`src/rtl/imm_decode_stage.sv`:
```
// imm_decode_stage
//   Registered, flow-controlled immediate decode stage between fetch and
//   register-read. Each accepted instruction is classified by format and its
//   immediate is sign- or zero-extended to XLEN. Results wait in a DEPTH-entry
//   FIFO with valid/ready on both sides.
//
// Ports
//   clk, reset      rising-edge clock, synchronous active-high reset
//   flush           empties the buffer next cycle; a same-cycle push is dropped
//   in_valid/ready  upstream handshake (in_ready = !full && !reset)
//   instruction, pc instruction word and its PC
//   out_valid/ready downstream handshake for the head entry
//   imm_value       extended immediate of the head (0 when !out_valid)
//   imm_type        0 R, 1 I, 2 S, 3 B, 4 U, 5 J, 6 Z, 7 illegal
//   illegal         head entry is an unsupported encoding
//   pc_out          PC of the head entry
//   illegal_count   accepted illegal instructions, saturating at 0xFFFF
module imm_decode_stage #(
  parameter int XLEN  = 32,
  parameter int DEPTH = 2
) (
  input  logic            clk,
  input  logic            reset,
  input  logic            flush,
  input  logic            in_valid,
  output logic            in_ready,
  input  logic [31:0]     instruction,
  input  logic [XLEN-1:0] pc,
  output logic            out_valid,
  input  logic            out_ready,
  output logic [XLEN-1:0] imm_value,
  output logic [2:0]      imm_type,
  output logic            illegal,
  output logic [XLEN-1:0] pc_out,
  output logic [15:0]     illegal_count
);

  localparam int PTR_W = (DEPTH > 1) ? $clog2(DEPTH) : 1;
  localparam int CNT_W = $clog2(DEPTH + 1);
  localparam int ENT_W = XLEN + 3 + 1 + XLEN;
  localparam logic [PTR_W-1:0] LAST_PTR = PTR_W'(DEPTH - 1);
  localparam logic [CNT_W-1:0] FULL_CNT = CNT_W'(DEPTH);

  localparam logic [2:0] T_R   = 3'd0;
  localparam logic [2:0] T_I   = 3'd1;
  localparam logic [2:0] T_S   = 3'd2;
  localparam logic [2:0] T_B   = 3'd3;
  localparam logic [2:0] T_U   = 3'd4;
  localparam logic [2:0] T_J   = 3'd5;
  localparam logic [2:0] T_Z   = 3'd6;
  localparam logic [2:0] T_ILL = 3'd7;

  localparam bit IS_RV64 = (XLEN == 64);

  // ---------------------------------------------------------------- decode
  logic [6:0]  opcode;
  logic        is_shift;
  logic [63:0] imm_i, imm_s, imm_b, imm_u, imm_j, imm_sh, imm_sh32, imm_zimm, imm_csr;
  logic [63:0] dec_imm64;
  logic [2:0]  dec_type;
  logic        dec_ill;

  assign opcode   = instruction[6:0];
  // funct3 001 (SLLI) and 101 (SRLI/SRAI) share funct3[1:0] = 01
  assign is_shift = (instruction[13:12] == 2'b01);

  // All formats are built at 64 bits and truncated to XLEN afterwards.
  assign imm_i    = {{52{instruction[31]}}, instruction[31:20]};
  assign imm_s    = {{52{instruction[31]}}, instruction[31:25], instruction[11:7]};
  assign imm_b    = {{51{instruction[31]}}, instruction[31], instruction[7],
                     instruction[30:25], instruction[11:8], 1'b0};
  assign imm_u    = {{32{instruction[31]}}, instruction[31:12], 12'b0};
  assign imm_j    = {{43{instruction[31]}}, instruction[31], instruction[19:12],
                     instruction[20], instruction[30:21], 1'b0};
  // RV64 shift amounts are 6 bits wide; the *W shifts stay at 5 bits.
  assign imm_sh   = IS_RV64 ? {58'b0, instruction[25:20]} : {59'b0, instruction[24:20]};
  assign imm_sh32 = {59'b0, instruction[24:20]};
  assign imm_zimm = {59'b0, instruction[19:15]};
  assign imm_csr  = {52'b0, instruction[31:20]};

  always_comb begin
    dec_imm64 = '0;
    dec_type  = T_ILL;
    dec_ill   = 1'b1;
    if (instruction[1:0] == 2'b11) begin
      case (opcode)
        7'b0110011: begin dec_type = T_R; dec_ill = 1'b0; end
        7'b0111011: if (IS_RV64) begin dec_type = T_R; dec_ill = 1'b0; end
        7'b0000011,
        7'b1100111: begin dec_type = T_I; dec_ill = 1'b0; dec_imm64 = imm_i; end
        7'b0010011: begin
          dec_ill   = 1'b0;
          dec_type  = is_shift ? T_Z : T_I;
          dec_imm64 = is_shift ? imm_sh : imm_i;
        end
        7'b0011011: if (IS_RV64) begin
          dec_ill   = 1'b0;
          dec_type  = is_shift ? T_Z : T_I;
          dec_imm64 = is_shift ? imm_sh32 : imm_i;
        end
        7'b0100011: begin dec_type = T_S; dec_ill = 1'b0; dec_imm64 = imm_s; end
        7'b1100011: begin dec_type = T_B; dec_ill = 1'b0; dec_imm64 = imm_b; end
        7'b0110111,
        7'b0010111: begin dec_type = T_U; dec_ill = 1'b0; dec_imm64 = imm_u; end
        7'b1101111: begin dec_type = T_J; dec_ill = 1'b0; dec_imm64 = imm_j; end
        7'b1110011: begin
          dec_ill   = 1'b0;
          // funct3[2] selects the CSR*I forms carrying a 5-bit zimm in rs1
          dec_type  = instruction[14] ? T_Z : T_I;
          dec_imm64 = instruction[14] ? imm_zimm : imm_csr;
        end
        default: ;
      endcase
    end
  end

  // ---------------------------------------------------------------- buffer
  logic [ENT_W-1:0] entry_mem [DEPTH];
  logic [PTR_W-1:0] wr_ptr_reg, rd_ptr_reg;
  logic [CNT_W-1:0] count_reg;
  logic [15:0]      illegal_count_reg;
  logic [ENT_W-1:0] wr_entry, head_entry;
  logic             push, pop;

  function automatic logic [PTR_W-1:0] next_ptr(input logic [PTR_W-1:0] p);
    return (p == LAST_PTR) ? '0 : p + 1'b1;
  endfunction

  assign in_ready  = (count_reg != FULL_CNT) && !reset;
  assign out_valid = (count_reg != '0);
  // A push coinciding with flush is discarded entirely.
  assign push      = in_valid && in_ready && !flush;
  assign pop       = out_valid && out_ready;

  assign wr_entry   = {dec_imm64[XLEN-1:0], dec_type, dec_ill, pc};
  assign head_entry = entry_mem[rd_ptr_reg];

  always_ff @(posedge clk) begin
    if (push) begin
      entry_mem[wr_ptr_reg] <= wr_entry;
    end
  end

  always_ff @(posedge clk) begin
    if (reset || flush) begin
      wr_ptr_reg <= '0;
      rd_ptr_reg <= '0;
      count_reg  <= '0;
    end else begin
      if (push) wr_ptr_reg <= next_ptr(wr_ptr_reg);
      if (pop)  rd_ptr_reg <= next_ptr(rd_ptr_reg);
      if (push && !pop)      count_reg <= count_reg + 1'b1;
      else if (pop && !push) count_reg <= count_reg - 1'b1;
    end
  end

  always_ff @(posedge clk) begin
    if (reset) begin
      illegal_count_reg <= '0;
    end else if (push && dec_ill && (illegal_count_reg != 16'hFFFF)) begin
      illegal_count_reg <= illegal_count_reg + 16'd1;
    end
  end

  // Head fields are zeroed whenever the buffer is empty.
  assign imm_value     = out_valid ? head_entry[ENT_W-1 -: XLEN] : '0;
  assign imm_type      = out_valid ? head_entry[XLEN+3 -: 3]     : '0;
  assign illegal       = out_valid ? head_entry[XLEN]            : 1'b0;
  assign pc_out        = out_valid ? head_entry[XLEN-1:0]        : '0;
  assign illegal_count = illegal_count_reg;

endmodule

```
`config.mk`:
```
export PLATFORM = sky130hd
export DESIGN_NAME = imm_decode_stage
export DESIGN_NICKNAME = d
export VERILOG_FILES = /design/src/rtl/imm_decode_stage.sv
export SDC_FILE = /design/constraint.sdc
export NUM_CORES = 1
export LEC_CHECK = 0
export CAP_MARGIN = 20
export CORE_ASPECT_RATIO = 0.6
export CORE_MARGIN = 2
export CORE_UTILIZATION = 49
export DETAILED_ROUTE_END_ITERATION = 8
export GPL_ROUTABILITY_DRIVEN = 1
export PLACE_DENSITY = 0.87
export SYNTH_ARGS = -nofsm -noshare
export SYNTH_HDL_FRONTEND = slang
export SYNTH_SLANG_ARGS = --single-unit
```
`constraint.sdc`:
```
create_clock -name clk -period 7.88 [get_ports clk]
set_input_delay 0.788 -clock clk [delete_from_list [all_inputs] [get_ports clk]]
set_output_delay 0.788 -clock clk [all_outputs]
set_load 0.1 [all_outputs]
```
* Yosys cells after proc, flatten, opt, wreduce, memory -nomap -nowiden
Memories as Yosys holds them, arrays and structs flattened. A register that Yosys moved wholly into a read port is not among the register bits.
Cells that the tools add are included.
W data, S select, Z words.
** Storage, ports and cells
- Register bits :: 20
- Bits in writable memories :: 136
- Bits of input ports :: 69
- Output and inout bits :: 86
- Logic and storage cells :: 64
- Memories kept :: 1
** Operators by class
- $add $sub $neg :: 5
- Eq/ne operators :: 14
- Mux-type cells :: 22
- Reductions and logical operators :: 18
** Memory list
- entry_mem :: words 2, bits a word 68, rd ports 1, clocked after memory_dff 1, write ports 1, line 118 : logic [ENT_W-1:0] entry_mem [DEPTH];
** Operator list (number)
- $pmux W32 S7 :: 1
- $mux W32 :: 4
- $eq A7 B7 Y1 const B :: 4
- $pmux W3 S8 :: 1
- $eq A7 B6 Y1 const B :: 3
- $add A16 B1 Y16 const B :: 1
- $ne A16 B16 Y1 const B :: 1
- $eq A7 B5 Y1 const B :: 2
- $mux W12 :: 1
- $mux W3 :: 4
- $reduce_or A10 Y1 :: 1
- $mux W1 :: 9
- $logic_and A1 B1 Y1 :: 8
- $eq A7 B2 Y1 const B :: 1
- $logic_not A1 Y1 :: 4
- $mux W2 :: 2
- $reduce_bool A2 Y1 :: 2
- $reduce_or A2 Y1 :: 2
- $add A1 B1 Y1 const B :: 2
- $add A2 B1 Y2 const B :: 1
- $eq A2 B1 Y1 const B :: 1
- $eq A2 B2 Y1 const B :: 1
- $ne A2 B2 Y1 const B :: 1
- $sub A2 B1 Y2 const B :: 1
- $logic_or A1 B1 Y1 :: 1

* Depth between registers and ports, before layout
- Depth after elaboration :: 8
- Gate-level depth with buffers :: 8

* Worst setup path before layout
No wires, ideal clock.
- Path type :: input -> register
- From :: input port reset
- To :: memory entry_mem[0][0] (netlist bit), enable pin
- Arrival time :: 4.221 ns
- Data required time :: 7.377 ns
- Path slack :: 3.156 ns
- Stages on the path :: 4
- Path buffers :: 1
- Cell sequence :: nor2_1 and3_1 buf_2 nor2b_1
** On the way
- Cells in the longest elaborated chain, start to end :: 6
** RTL lines
- start: declaration :: line 23 : input logic reset,
- $logic_not A1 Y1 :: line 129 : assign in_ready = (count_reg != FULL_CNT) && !reset;
- $logic_and A1 B1 Y1 :: line 129
- $logic_and A1 B1 Y1 (2 in series) :: line 132 : assign push = in_valid && in_ready && !flush;
- via push :: line 123 : logic push, pop;
- $mux W1 :: line 139 : if (push) begin
- $mux W1 (not written as such) :: line 140 : entry_mem[wr_ptr_reg] <= wr_entry;
- end: declaration :: line 118
The timed path passes the listed nets, and every way through them passes these cells.

==> results_dict.tcl <==
set metrics [dict create \
    setup.worst_path.class "reg2out" \
    holdPathStages 2 \
    cts-resized-gates 0 \
    grt_antenna_before_repair 0 \
    drt-initial-drc-count 451 \
    drv_cap 0 \
    fin_worst_skew_ns 0.00574 \
    syn_inst 531 \
    avgSynthCellArea_um2 12.9 \
    dieArea_mm2 0.0150 \
    syn_to_final_growth_pct 33.2 \
    fin_crit_sh_pct 51.8 \
    core_region_area_mm2 0.0137 \
    whs_endpoint "illegal_count[3]" \
    synthFlopType "edfxtp_1" \
    tns_ns 0 \
    pre_cts_ws_ns 3.92 \
    worst_skew_pair.late_latency_ns 0.40 \
    antenna_cells 0 \
    dp_hpwl_mm 10.7 \
    p_leak_uw 0.00303 \
    synth.ff_latch_count 157 \
    layout-drive-gt1-share_pct 6.07 \
    grt-ovfl-total 0 \
    cts_tree "built" \
    start_util_pct 50.1 \
    vias_per_cell 5.57 \
    hold_viol 0 \
    post-route-util_pct 66.8 \
    yosysSeqAreaShare_pct 65.7 \
    clock-sinks 157 \
    required_ns 7.09 \
    fmax_mhz 245 \
    worst_r2r_path_depth 4 \
    nets 750 \
    htree_levels 4 \
    drc 0 \
    setup_ws_ns 3.80 \
    placed_area_mm2 0.00856 \
    cp_max_fo 58 \
    final_area_mm2 0.00912 \
    cp-start-kind "flip-flop" \
    numCtsBuffers 17 \
    grt_util_all_layers_pct 21.9 \
    period_needed_ns 4.08 \
    outcome "complete, no violations" \
    synthArstFlopShare_pct 0 \
    clkSlewWorstSetupHoldPaths_ns 0.06 \
    grt_start_max_net_pins 70 \
    finalPower_uw 1990 \
    ctsHoldBuffers 0 \
    ant_nets 0 \
    worstMarginPinSlew_ns 1.04 \
    wire_per_inst_um 18.1 \
    drt-total-wl_mm 16.0 \
    setup-violations-final 0 \
    syn_nets 602 \
    die_x_um 157 \
    max_slew_margin_pct 30.9 \
    cp-end-kind "primary output" \
    drv_slew 0 \
    reg2reg_slack_ns 5.46 \
    grt_pass1_vias 4751 \
    mostFrequentLayoutCells "clkdlybuf4s50_1 (154), edfxtp_1 (136), nor2_1 (85)" \
    ir_worst_vdd_mv 0.147 \
    min_path_type "reg2reg" \
    die_y_um 95.6 \
    clockBufferDepth 2 \
    synth-edff-count 136 \
    rsz0062_at_grt "false" \
    rows 33 \
    io_buffers 154 \
    vias 4925 \
    syn_area_mm2 0.00685 \
    power.density_mw_per_mm2 218 \
    synth_cell_type_count 47 \
    rr_endpoint "entry_mem[0][15]" \
    arrival_ns 3.29 \
    boundaryPins 155 \
    drt_first_pass_iters 5 \
    largest_reg_flops 136 \
    worst_r2r_startpoint "count_reg[0]" \
    min_from "illegal_count[3]" \
    yosysWarningCount 0 \
    root_buffer "clkbuf_16" \
    grt_pass1_wl_mm 25.0 \
    cts_setup_buffers 0 \
    place.gp.congestion 0.981 \
    layout_commonest_cell "clkdlybuf4s50_1" \
]
[worst max-delay path, stage by stage, from the launching register on]
cell	delay, ns
dfxtp_4	0.46
buf_4	0.76
mux2i_1	0.20
nor2_1	0.19
clkdlybuf4s50_1	1.16
[cell type report]
cell class	count	area, um^2
sequential	157	4510
multi-input combinational	340	2220
clock inverter	14	135
timing repair buffer	157	1560
tap	192	240
fill	1005	4540
inverter	6	22.5
clock buffer	18	429
[worst max path at each step]
| stage | startpoint | to | slack (ns) |
|---|---|---|---|
| floorplan | reset | entry_mem[0][0] | 3.16 |
| global placement | reset | in_ready | 3.98 |
| detailed placement | reset | in_ready | 3.92 |
| CTS | flip-flop | imm_value[11] | 3.77 |
| global route | flip-flop | imm_value[11] | 3.63 |
| finish | flip-flop | imm_type[0] | 3.80 |
[per-layer routing]
layer | GRT usage, % | vias to the layer above | part of all wire, %
met4 | 6.42 | 0 | 1.5
met2 | 33.3 | 292 | 44
met1 | 31.2 | 2317 | 44
met5 | 0 | - | 0
li1 | - | 2288 | -
met3 | 5.77 | 28 | 9.6
[cells by family after synthesis]
logic type | Yosys count | synth area share [%]
buffers and inverters | 34 | 2.05
and+or+nand+nor | 183 | 12.8
AOI/OAI and AO/OA | 80 | 8.13
muxes | 70 | 10.3
DFF | 157 | 65.7
adders and majority gates | 2 | 0.365
xor gates and xnor gates | 5 | 0.639
[per-stage QoR]
| step | instances | hold slack (ns) |
|---|---|---|
| 2_1_floorplan | 531 | 0.520 |
| 3_3_place_gp | 852 | 0.480 |
| 3_5_place_dp | 852 | 0.503 |
| 4_1_cts | 884 | 0.512 |
| 5_1_grt | 884 | 0.554 |
| 6_report | 884 | 0.517 |
[power by group]
part / total (uW) / internal, uW / switching (uW)
logic: 287 / 82.1 / 205
registers: 921 / 915 / 5.33
clock network: 778 / 442 / 336
total: 1990 / 1440 / 547
[Yosys cell counts, types with 2 or more instances]
master       n  area, um^2
edfxtp_1   136        4080
nor2_1      86         323
mux2i_1     68         681
nand2_1     26        97.6
a21o_1      22         165
dfxtp_1     21         420
clkbuf_1    17        63.8
a21oi_1     16        80.1
nand3_1     15        75.1
o21ai_0     10        50.1
or4_1        9        67.6
o31ai_1      8        60.1
and2_1       7        43.8
a22oi_1      6        45.0
and3_1       6        37.5
buf_1        6        22.5
inv_1        6        22.5
nor2b_1      6        37.5
nor3b_1      6        45.0
nand4_1      5        31.3
nor3_1       5        25.0
buf_2        4        20.0
and4_1       3        26.3
o311ai_0     3        26.3
or3_1        3        18.8
xor2_1       3        26.3
a2111oi_0    2        17.5
a22o_1       2        17.5
ha_1         2        25.0
mux2_2       2        22.5
nand2b_1     2        12.5
o211ai_1     2        15.0
xnor2_1      2        17.5
Power figures use the tool's default switching activity.
